--- config.mk ---
export PLATFORM = sky130hd
export DESIGN_NAME = fetch_unit
export DESIGN_NICKNAME = d
export VERILOG_FILES = /design/src/rtl/fetch_unit.sv
export SDC_FILE = /design/constraint.sdc
export NUM_CORES = 1
export LEC_CHECK = 0
export ABC_AREA = 1
export CORE_MARGIN = 10
export CORE_UTILIZATION = 46
export DETAILED_ROUTE_END_ITERATION = 12
export PLACE_DENSITY = 0.85
export SETUP_SLACK_MARGIN = 0.3
export SLEW_MARGIN = 20
export SYNTH_ARGS = -nofsm -noshare
export SYNTH_HDL_FRONTEND = slang
export SYNTH_SLANG_ARGS = --single-unit
export TNS_END_PERCENT = 1
--- constraint.sdc ---
create_clock -name clk -period 1.8 [get_ports clk]
set_input_delay 0.45 -clock clk [delete_from_list [all_inputs] [get_ports clk]]
set_output_delay 0.45 -clock clk [all_outputs]
set_load 0.01 [all_outputs]
--- src/rtl/fetch_unit.sv ---
// fetch_unit -- single-outstanding instruction fetch engine.
//
// Accepts a fetch address from the PC register, issues one memory request,
// waits for the response and holds the fetched instruction until decode
// takes it. A redirect flushes the in-flight fetch or the held instruction.
// A response that arrives after a redirect is discarded.
//
// Optional feature (macro FETCH_MISALIGN_CHECK_EN):
//   defined   - a pc_i with bits [1:0] != 0 issues no memory request. It
//               produces a faulting instruction (inst_fault_o=1, inst_o=0,
//               inst_pc_o=pc_i).
//   undefined - mem_addr_o[1:0] is forced to 0 and inst_fault_o is tied 0.
//
// Ports:
//   clk, rst      clock (rising edge), asynchronous active-low reset
//   pc_i          fetch address
//   pc_valid_i    pc_i valid
//   pc_ready_o    fetch_unit accepts pc_i (high only in IDLE)
//   redirect_i    flush in-flight fetch / held instruction
//   mem_req_o     memory request
//   mem_addr_o    request address
//   mem_gnt_i     request accepted
//   mem_rvalid_i  response data valid
//   mem_rdata_i   response data
//   inst_valid_o  instruction valid to decode
//   inst_o        instruction word
//   inst_pc_o     address of inst_o
//   inst_ready_i  decode accepts instruction
//   inst_fault_o  misaligned-fetch fault, qualified by inst_valid_o
module fetch_unit #(
  parameter int ADDR_W = 32,
  parameter int DATA_W = 32
) (
  input  logic              clk,
  input  logic              rst,
  input  logic [ADDR_W-1:0] pc_i,
  input  logic              pc_valid_i,
  output logic              pc_ready_o,
  input  logic              redirect_i,
  output logic              mem_req_o,
  output logic [ADDR_W-1:0] mem_addr_o,
  input  logic              mem_gnt_i,
  input  logic              mem_rvalid_i,
  input  logic [DATA_W-1:0] mem_rdata_i,
  output logic              inst_valid_o,
  output logic [DATA_W-1:0] inst_o,
  output logic [ADDR_W-1:0] inst_pc_o,
  input  logic              inst_ready_i,
  output logic              inst_fault_o
);

  typedef enum logic [1:0] {
    S_IDLE = 2'd0,
    S_REQ  = 2'd1,
    S_WAIT = 2'd2,
    S_HOLD = 2'd3
  } state_t;

  state_t            r_state;
  state_t            w_next;
  logic              r_drop;
  logic              w_drop_next;
  logic              w_ld_addr;
  logic              w_ld_inst;
  logic [ADDR_W-1:0] r_addr;
  logic [DATA_W-1:0] r_inst;
  logic [ADDR_W-1:0] r_inst_pc;
`ifdef FETCH_MISALIGN_CHECK_EN
  logic              w_ld_fault;
  logic              r_fault;
`endif

  always_ff @(posedge clk or negedge rst) begin
    if (!rst) begin
      r_state <= S_IDLE;
      r_drop  <= 1'b0;
    end else begin
      r_state <= w_next;
      r_drop  <= w_drop_next;
    end
  end

  always_comb begin
    w_next      = r_state;
    w_drop_next = r_drop;
    w_ld_addr   = 1'b0;
    w_ld_inst   = 1'b0;
`ifdef FETCH_MISALIGN_CHECK_EN
    w_ld_fault  = 1'b0;
`endif
    case (r_state)
      S_IDLE: begin
        if (pc_valid_i && !redirect_i) begin
`ifdef FETCH_MISALIGN_CHECK_EN
          if (pc_i[1:0] != 2'b00) begin
            // Misaligned: skip memory entirely and present a faulting slot.
            w_next     = S_HOLD;
            w_ld_fault = 1'b1;
          end else begin
            w_next    = S_REQ;
            w_ld_addr = 1'b1;
          end
`else
          w_next    = S_REQ;
          w_ld_addr = 1'b1;
`endif
        end
      end
      S_REQ: begin
        if (mem_gnt_i) begin
          // Once granted, a response is owed; a simultaneous redirect must
          // wait for it and throw it away.
          w_next = S_WAIT;
          if (redirect_i) w_drop_next = 1'b1;
        end else if (redirect_i) begin
          w_next = S_IDLE;
        end
      end
      S_WAIT: begin
        if (mem_rvalid_i) begin
          w_drop_next = 1'b0;
          if (r_drop || redirect_i) begin
            w_next = S_IDLE;
          end else begin
            w_next    = S_HOLD;
            w_ld_inst = 1'b1;
          end
        end else if (redirect_i) begin
          w_drop_next = 1'b1;
        end
      end
      S_HOLD: begin
        if (redirect_i || inst_ready_i) w_next = S_IDLE;
      end
      default: w_next = S_IDLE;
    endcase
  end

  // Datapath registers; the address register only loads on a real request
  // so mem_addr_o keeps its last value outside REQ.
  always_ff @(posedge clk or negedge rst) begin
    if (!rst) begin
      r_addr    <= '0;
      r_inst    <= '0;
      r_inst_pc <= '0;
`ifdef FETCH_MISALIGN_CHECK_EN
      r_fault   <= 1'b0;
`endif
    end else begin
      if (w_ld_addr) r_addr <= pc_i;
      if (w_ld_inst) begin
        r_inst    <= mem_rdata_i;
        r_inst_pc <= r_addr;
`ifdef FETCH_MISALIGN_CHECK_EN
        r_fault   <= 1'b0;
`endif
      end
`ifdef FETCH_MISALIGN_CHECK_EN
      if (w_ld_fault) begin
        r_inst    <= '0;
        r_inst_pc <= pc_i;
        r_fault   <= 1'b1;
      end
`endif
    end
  end

  assign pc_ready_o   = (r_state == S_IDLE);
  assign mem_req_o    = (r_state == S_REQ);
  assign inst_valid_o = (r_state == S_HOLD);
  assign inst_o       = r_inst;
  assign inst_pc_o    = r_inst_pc;
`ifdef FETCH_MISALIGN_CHECK_EN
  assign mem_addr_o   = r_addr;
  assign inst_fault_o = r_fault;
`else
  assign mem_addr_o   = {r_addr[ADDR_W-1:2], 2'b00};
  assign inst_fault_o = 1'b0;
`endif

endmodule

==> flow_summary.yaml, run 1 <==
outcome:
  status: "finished clean"
setup_path:
  critical_path.cell_chain: "clkdlybuf4s50_1"
  critical_path_type: "reg -> out"
  critical_path.n_buffers_inverters: 1
  critPathTopFamily: "buffers and inverters"
  worstPathMaxFanout: 2
  timing.critical_path.arrival_ns: 1.27
  crit_path_slowest_cell: "sky130_fd_sc_hd__clkdlybuf4s50_1"
  end_kind: "primary output"
  worstPathRequired_ns: 1.35
  critPathMaxStageDelay_ns: 0.55
  cp-start-kind: "register"
power:
  max-vdd-ir-drop_mv: 0.785
  p_per_area_mw_per_mm2: 1480
  static-leakage-power_nw: 3.10
logic_synthesis:
  synth-adder-area-share_pct: 0
  ys_ff_latch: 99
  synth.area.mux_share_pct: 0
  syn_area_cell_sq_um: 9.10
  post_synth_instance_area_sq_mm: 0.00411
  netlist.area_leader.share_pct: 60.2
  synth_compound_area_share_pct: 8.39
  ys_types: 18
  post_synth_main_area_contributors: "sky130_fd_sc_hd__dfrtp_1 60%, sky130_fd_sc_hd__nand2_1 9.8%, sky130_fd_sc_hd__buf_4 6.6%"
  synth_simple_gate_area_share_pct: 18.6
  yosysTopAreaCell: "sky130_fd_sc_hd__dfrtp_1"
  syn-instance-count: 452
  synth_sequential_area_ratio_pct: 60.2
  yosysWarningCount: 0
  yosys.area_share.xor_xnor_pct: 0
  largest_family_of_logic_cells_by_synthesized_area: "simple AND/OR/NAND/NOR gates"
clocking:
  cts-htree-levels: 3
  tritoncts: "yes"
  cts_made_buffers: 9
  worst_setup_hold_path_clk_slew_ns: 0.09
  cts_max_path_buffers: 2
  cts_root_buf: "sky130_fd_sc_hd__clkbuf_8"
  insertion_delay_ns: 0.35
  clock_sink_count: 99
cells_and_area:
  most_frequent_standard_cell_in_the_layout_excluding_fill_and_tap_cells: "sky130_fd_sc_hd__clkdlybuf4s50_1"
  finalNetCount: 666
  syn2layout_area_growth_pct: 43.1
  diodes: 0
  mostFrequentLayoutCells: "111 x sky130_fd_sc_hd__clkdlybuf4s50_1, 107 x sky130_fd_sc_hd__nand2_1, 99 x sky130_fd_sc_hd__dfrtp_1"
  post-route-cell-area_sq_mm: 0.00589
  layout-drive-gt1-share_pct: 7.33
floorplan:
  chipHeight_microns: 115
  fp-row-count: 34
  ioPinCount: 171
  die_x_microns: 115
  initial_utilization_pct: 47.2
  die_area_sq_mm: 0.0131
  floorplan.core_area_sq_mm: 0.00872
detailed_routing:
  mean_routed_wirelength_per_cell_microns: 15.7
  postRouteAntennaNets: 0
  wirelength_microns: 11100
  route.detailed.drc: 0
  routed-via-count: 3409
  first_iter_violations: 184
  drt-vias-per-instance: 4.81
  detailedRoute.firstPassIterationCount: 5
grt:
  track_usage_pct: 16.6
  gr-total-overflow: 0
  grt_pass1_vias: 3640
  grt_antenna_before_repair: 0
  grt_first_pass_wirelength_microns: 17900
  pin_count_of_the_biggest_net_entering_global_routing: 51
sta:
  grt_setup_unrepaired: "true"
  fin_skew_ns: 0.0144
  max_clock_freq_ghz: 0.581
  post_layout_minimum_cycle_time_ns: 1.72
  timing_max_transition_violations_final: 0
  min_period_over_period_pct: 95.7
  finalSetupViolCount: 0
  timing_hold_violations_final: 0
  fin_setup_tns_ns: 0
  final.hold.worst_slack_ns: 0.474
placement:
  place_area_sq_mm: 0.00573
  gp_congestion: 0.844
  place.detailed.hpwl_microns: 8570
  place.port_buffers: 167
worst_hold_path:
  worst_hold_path_type: "reg -> reg"
flow_run:
  drv.max_cap_violation_count: 0
-- state kept, by name (all words and copies together), names as in the netlist --
name / cells
r_state: 2
inst_pc_o: 32
r_addr: 32
inst_o: 32
r_drop: 1
-- worst paths after layout --
path | depth (start not counted) | startpoint | slack, ns | endpoint
worst max-delay path | 1 | inst_pc_o[20] | 0.08 | inst_pc_o[20]
worst min-delay path | 2 | inst_o[8] | 0.47 | inst_o[8]
worst max register to register | 7 | r_state[0] | 0.35 | r_addr[19]
worst min register to register | 2 | inst_o[8] | 0.47 | inst_o[8]
max in group asynchronous | 3 | rst | 0.73 | inst_o[0]
min in group asynchronous | 2 | rst | 0.50 | r_addr[8]
-- kinds of logic (layout without fill, tap and decap cells) --
kind of cell / after synthesis / in the layout
and+or+nand+nor: 187 / 187
DFF: 99 / 99
buffers and inverters: 96 / 242
AOI/OAI and AO/OA: 69 / 69
other: 1 / 3
-- synth_stat cells --
master                     count
sky130_fd_sc_hd__buf_4        36
sky130_fd_sc_hd__buf_6         2
sky130_fd_sc_hd__a21oi_1      33
sky130_fd_sc_hd__inv_1        38
sky130_fd_sc_hd__nand3_1      34
sky130_fd_sc_hd__nor2_1       41
sky130_fd_sc_hd__clkbuf_1      8
sky130_fd_sc_hd__nand2_1     107
sky130_fd_sc_hd__o21ai_0      26
sky130_fd_sc_hd__buf_2         9
sky130_fd_sc_hd__nand2_2       2
sky130_fd_sc_hd__nor2_4        1
sky130_fd_sc_hd__o21ai_1      10
sky130_fd_sc_hd__dfrtp_1      99
sky130_fd_sc_hd__inv_2         3
sky130_fd_sc_hd__nand3_2       1
sky130_fd_sc_hd__nor2_2        1
sky130_fd_sc_hd__conb_1        1
-- where the power goes --
group,total [mW],internal [mW],switching (mW)
clock,1.45,0.681,0.764
sequential,3.61,3.13,0.483
combinational,3.67,1.81,1.85
total,8.72,5.62,3.10
-- area by class of cell --
class / instances / area, sq um
clock inverters: 6 / 65.1
repair buffers: 185 / 1800
multi-input cells: 259 / 1120
inverters: 41 / 154
clock buffers: 10 / 138
flip-flops and latches: 99 / 2480
well taps: 108 / 135
fillers: 678 / 2830
-- metal layers --
layer  track usage, %  routed length, microns  vias to the layer above  share of wire, %
met5                0                       0                        -                 0
met4             4.43                     151                        0               1.4
met2             27.4                    5260                      143                47
met1             18.6                    4290                     1590                39
li1                 -                       -                     1661                 -
met3             8.23                    1400                       15                13
-- per-stage QoR --
step | total power [mW] | worst slack, ns | util [%] | instances
floorplan | 5.58 | 0.459 | - | 454
global placement | 7.55 | 0.0518 | 65.7 | 688
detailed placement | 7.72 | 0.0218 | 65.7 | 688
CTS | 8.85 | 0.0639 | 67.5 | 708
global route | 9.36 | 0.0193 | 67.5 | 708
finish | 8.72 | 0.0775 | 67.5 | 708
-- repair_timing --
item,4_1_cts,5_1_grt
setup endpoints to repair,97,128
endpoints found under the hold margin,17,0
resized for setup,60,1
pin swaps,0,0
cloned,0,0
hold buffers,1,0
buffers inserted,3,0
No activity file was read; power rests on OpenSTA's default activity.
==> run 2: changes to the inputs <==
--- a/config.mk
+++ b/config.mk
@@ -6,10 +6,10 @@
 export NUM_CORES = 1
 export LEC_CHECK = 0
 export ABC_AREA = 1
-export CORE_MARGIN = 10
-export CORE_UTILIZATION = 46
+export CORE_MARGIN = 2
+export CORE_UTILIZATION = 43
 export DETAILED_ROUTE_END_ITERATION = 12
-export PLACE_DENSITY = 0.85
+export PLACE_DENSITY = 0.8
 export SETUP_SLACK_MARGIN = 0.3
 export SLEW_MARGIN = 20
 export SYNTH_ARGS = -nofsm -noshare
==> constraint.sdc (replaced) <==
create_clock -name clk -period 1.77 [get_ports clk]
set_input_delay 0.4425 -clock clk [delete_from_list [all_inputs] [get_ports clk]]
set_output_delay 0.4425 -clock clk [all_outputs]
set_load 0.01 [all_outputs]
==> run 2 against run 1 <==
Effect of this change:
- global-route usage increased by 2.7 points
- sequential power increased by 1%
- largest power group is now sequential cells
- count of clock-buffer cells in the layout decreased by 1
- sequential share of layout area increased by 0.063 points
- via count increased by 1.1%
- setup slack improved by 0.093 ns
- combinational power decreased by 4%
- worst hold slack got worse by 0.0034 ns
- final cell count increased by 2.8%
- utilization decreased by 3.9 points
- die area decreased by 21%
==> flow_summary.yaml, run 2 (synthesized netlist as in run 1, its figures left out) <==
outcome:
  status: "finished clean"
setup_path:
  worst-r2r-setup-slack_ns: 0.28
  critical_path.cell_chain: "buf_6 > nor2_4 > buf_6"
  worst-r2r-cell-count: 8
  r2r-end: "inst_pc_o[12]"
  worstPathRequired_ns: 1.33
  critical_path_depth: 3
  worstPathMaxFanout: 3
  timing.critical_path.from: "r_state[1]"
  crit_path_slowest_cell: "sky130_fd_sc_hd__dfrtp_1"
  worst_path_most_repeated_cell: "sky130_fd_sc_hd__buf_6"
  critPathMaxStageDelay_ns: 0.44
  crit-reg2reg-launch: "r_state[1]"
  end_kind: "primary output"
  critical_path.n_buffers_inverters: 2
  timing.critical_path.arrival_ns: 1.16
  cp-start-kind: "register"
  critical_path_type: "reg -> out"
  endpoint: "pc_ready_o"
  critPathTopFamily: "flip-flops"
detailed_routing:
  drt-vias-per-instance: 4.73
  met1_length_microns: 3970
  detailedRoute.firstPassIterationCount: 5
  postRouteAntennaNets: 0
  routed-via-count: 3446
  mean_routed_wirelength_per_cell_microns: 13.5
  top_signal_layer_used: "met4"
  met2RoutedLength_microns: 4760
  first_iter_violations: 127
  route.detailed.drc: 0
  wirelength_microns: 9850
  detailroute.wirelength.met3_microns: 957
cells_and_area:
  diodes: 0
  final_core_utilization_pct: 63.6
  syn2layout_area_growth_pct: 42.9
  finalNetCount: 666
  layout-drive-gt1-share_pct: 7.51
  mostFrequentLayoutCells: "107 x sky130_fd_sc_hd__nand2_1, 99 x sky130_fd_sc_hd__dfrtp_1, 94 x sky130_fd_sc_hd__dlygate4sd2_1"
  most_frequent_standard_cell_in_the_layout_excluding_fill_and_tap_cells: "sky130_fd_sc_hd__nand2_1"
floorplan:
  fp-row-count: 35
  chipHeight_microns: 102
  floorplan.core_area_sq_mm: 0.00924
  die_area_sq_mm: 0.0104
  die_x_microns: 102
  initial_utilization_pct: 44.5
  ioPinCount: 171
placement:
  gp_congestion: 0.885
  place.port_buffers: 167
  place.detailed.hpwl_microns: 7240
power:
  max-vdd-ir-drop_mv: 0.612
  seqPwrFrac_pct: 43.0
  switchingPower_mw: 3.12
  p_clk_share_pct: 15.4
  p_per_area_mw_per_mm2: 1440
  switching_power_as_a_share_of_total_power_pct: 36.8
  cellInternalPower_mw: 5.37
  totalPowerFinal_mw: 8.49
  comb_power_share_pct: 41.5
  static-leakage-power_nw: 3.19
grt:
  gr-total-overflow: 0
  track_usage_pct: 19.3
  grt_antenna_before_repair: 0
  grt_first_pass_wirelength_microns: 15700
  pin_count_of_the_biggest_net_entering_global_routing: 56
  grt_pass1_vias: 3357
worst_hold_path:
  worst_hold_path_type: "reg -> reg"
clocking:
  tritoncts: "yes"
  cts_root_buf: "sky130_fd_sc_hd__clkbuf_8"
  cts_max_path_buffers: 2
  cts_made_buffers: 9
  clock_sink_count: 99
  cts-htree-levels: 3
  worst_setup_hold_path_clk_slew_ns: 0.10
  insertion_delay_ns: 0.35
sta:
  min_period_over_period_pct: 90.4
  fin_skew_ns: 0.0122
  finalSetupViolCount: 0
  timing_hold_violations_final: 0
  timing_max_transition_violations_final: 0
  grt_setup_unrepaired: "true"
  max_clock_freq_ghz: 0.625
  post_layout_minimum_cycle_time_ns: 1.60
flow_run:
  drv.max_cap_violation_count: 0
==> run 2: cell types whose count changed in the layout (fill, tap and decap cells not counted), moves of 2 or more <==
cell	change
sky130_fd_sc_hd__buf_6	+6
sky130_fd_sc_hd__inv_6	+2
sky130_fd_sc_hd__clkinv_4	-2
sky130_fd_sc_hd__nor2_4	+2
sky130_fd_sc_hd__dlygate4sd2_1	+42
sky130_fd_sc_hd__clkdlybuf4s50_1	-42
sky130_fd_sc_hd__buf_4	-5
==> run 2: power by group through the flow <==
stage | sequential [mW] | clock [mW] | combinational, mW
after CTS | 3.66 | 1.35 | 3.50
after global routing | 3.78 | 1.45 | 3.92
after floorplan | 3.93 | 0 | 1.74
final | 3.65 | 1.31 | 3.53
after global placement | 3.71 | 0 | 3.87
after detailed placement | 3.74 | 0 | 3.98
==> run 2: layout make-up <==
| cell class | count | area, sq um |
|---|---|---|
| Timing Repair Buffer | 185 | 1780 |
| Sequential cell | 99 | 2480 |
| Tap cell | 129 | 161 |
| Clock inverter | 6 | 48.8 |
| Inverter | 41 | 156 |
| Multi-Input combinational cell | 259 | 1130 |
| Fill cell | 782 | 3360 |
| Clock buffer | 9 | 124 |
==> run 2: through the flow <==
step	TNS (ns)	cells	instance area, sq um	setup WS, ns	hold WS (ns)
2_1_floorplan	0	454	4120	0.436	0.147
3_3_place_gp	0	706	5740	0.0287	0.364
3_5_place_dp	-0.0640	706	5740	-0.0142	0.366
4_1_cts	0	726	5860	0.173	0.477
5_1_grt	0	728	5880	0.124	0.490
6_report	0	728	5880	0.170	0.471
==> run 2: worst register-to-register path: cells and delay by family (launching register included) <==
family          cells  cell delay [ns]
buf+inv             4             0.58
flops               1             0.44
simple gates        3             0.32
compound gates      1             0.08
==> run 2: what timing repair did <==
action,in CTS,in global routing
resized for setup,111,5
pin swaps,1,1
setup endpoints to repair,97,156
cloned,0,0
hold endpoints to repair,22,0
hold buffers,1,0
buffers inserted,4,2
==> run 2: how the worst min path moves through the flow <==
stage | start | to | depth (start not counted)
floorplan | rst | inst_o[0] | 0
global placement | rst | inst_pc_o[5] | 1
detailed placement | rst | inst_pc_o[7] | 1
CTS | inst_o[21] | inst_o[21] | 2
global route | inst_o[28] | inst_o[28] | 2
finish | inst_o[5] | inst_o[5] | 2
==> run 2: metal layers <==
metal / GRT usage (%) / up-vias
met5: 0 / -
met4: 6.26 / 0
met3: 7.11 / 16
met2: 32.1 / 150
met1: 23.5 / 1614
li1: - / 1666
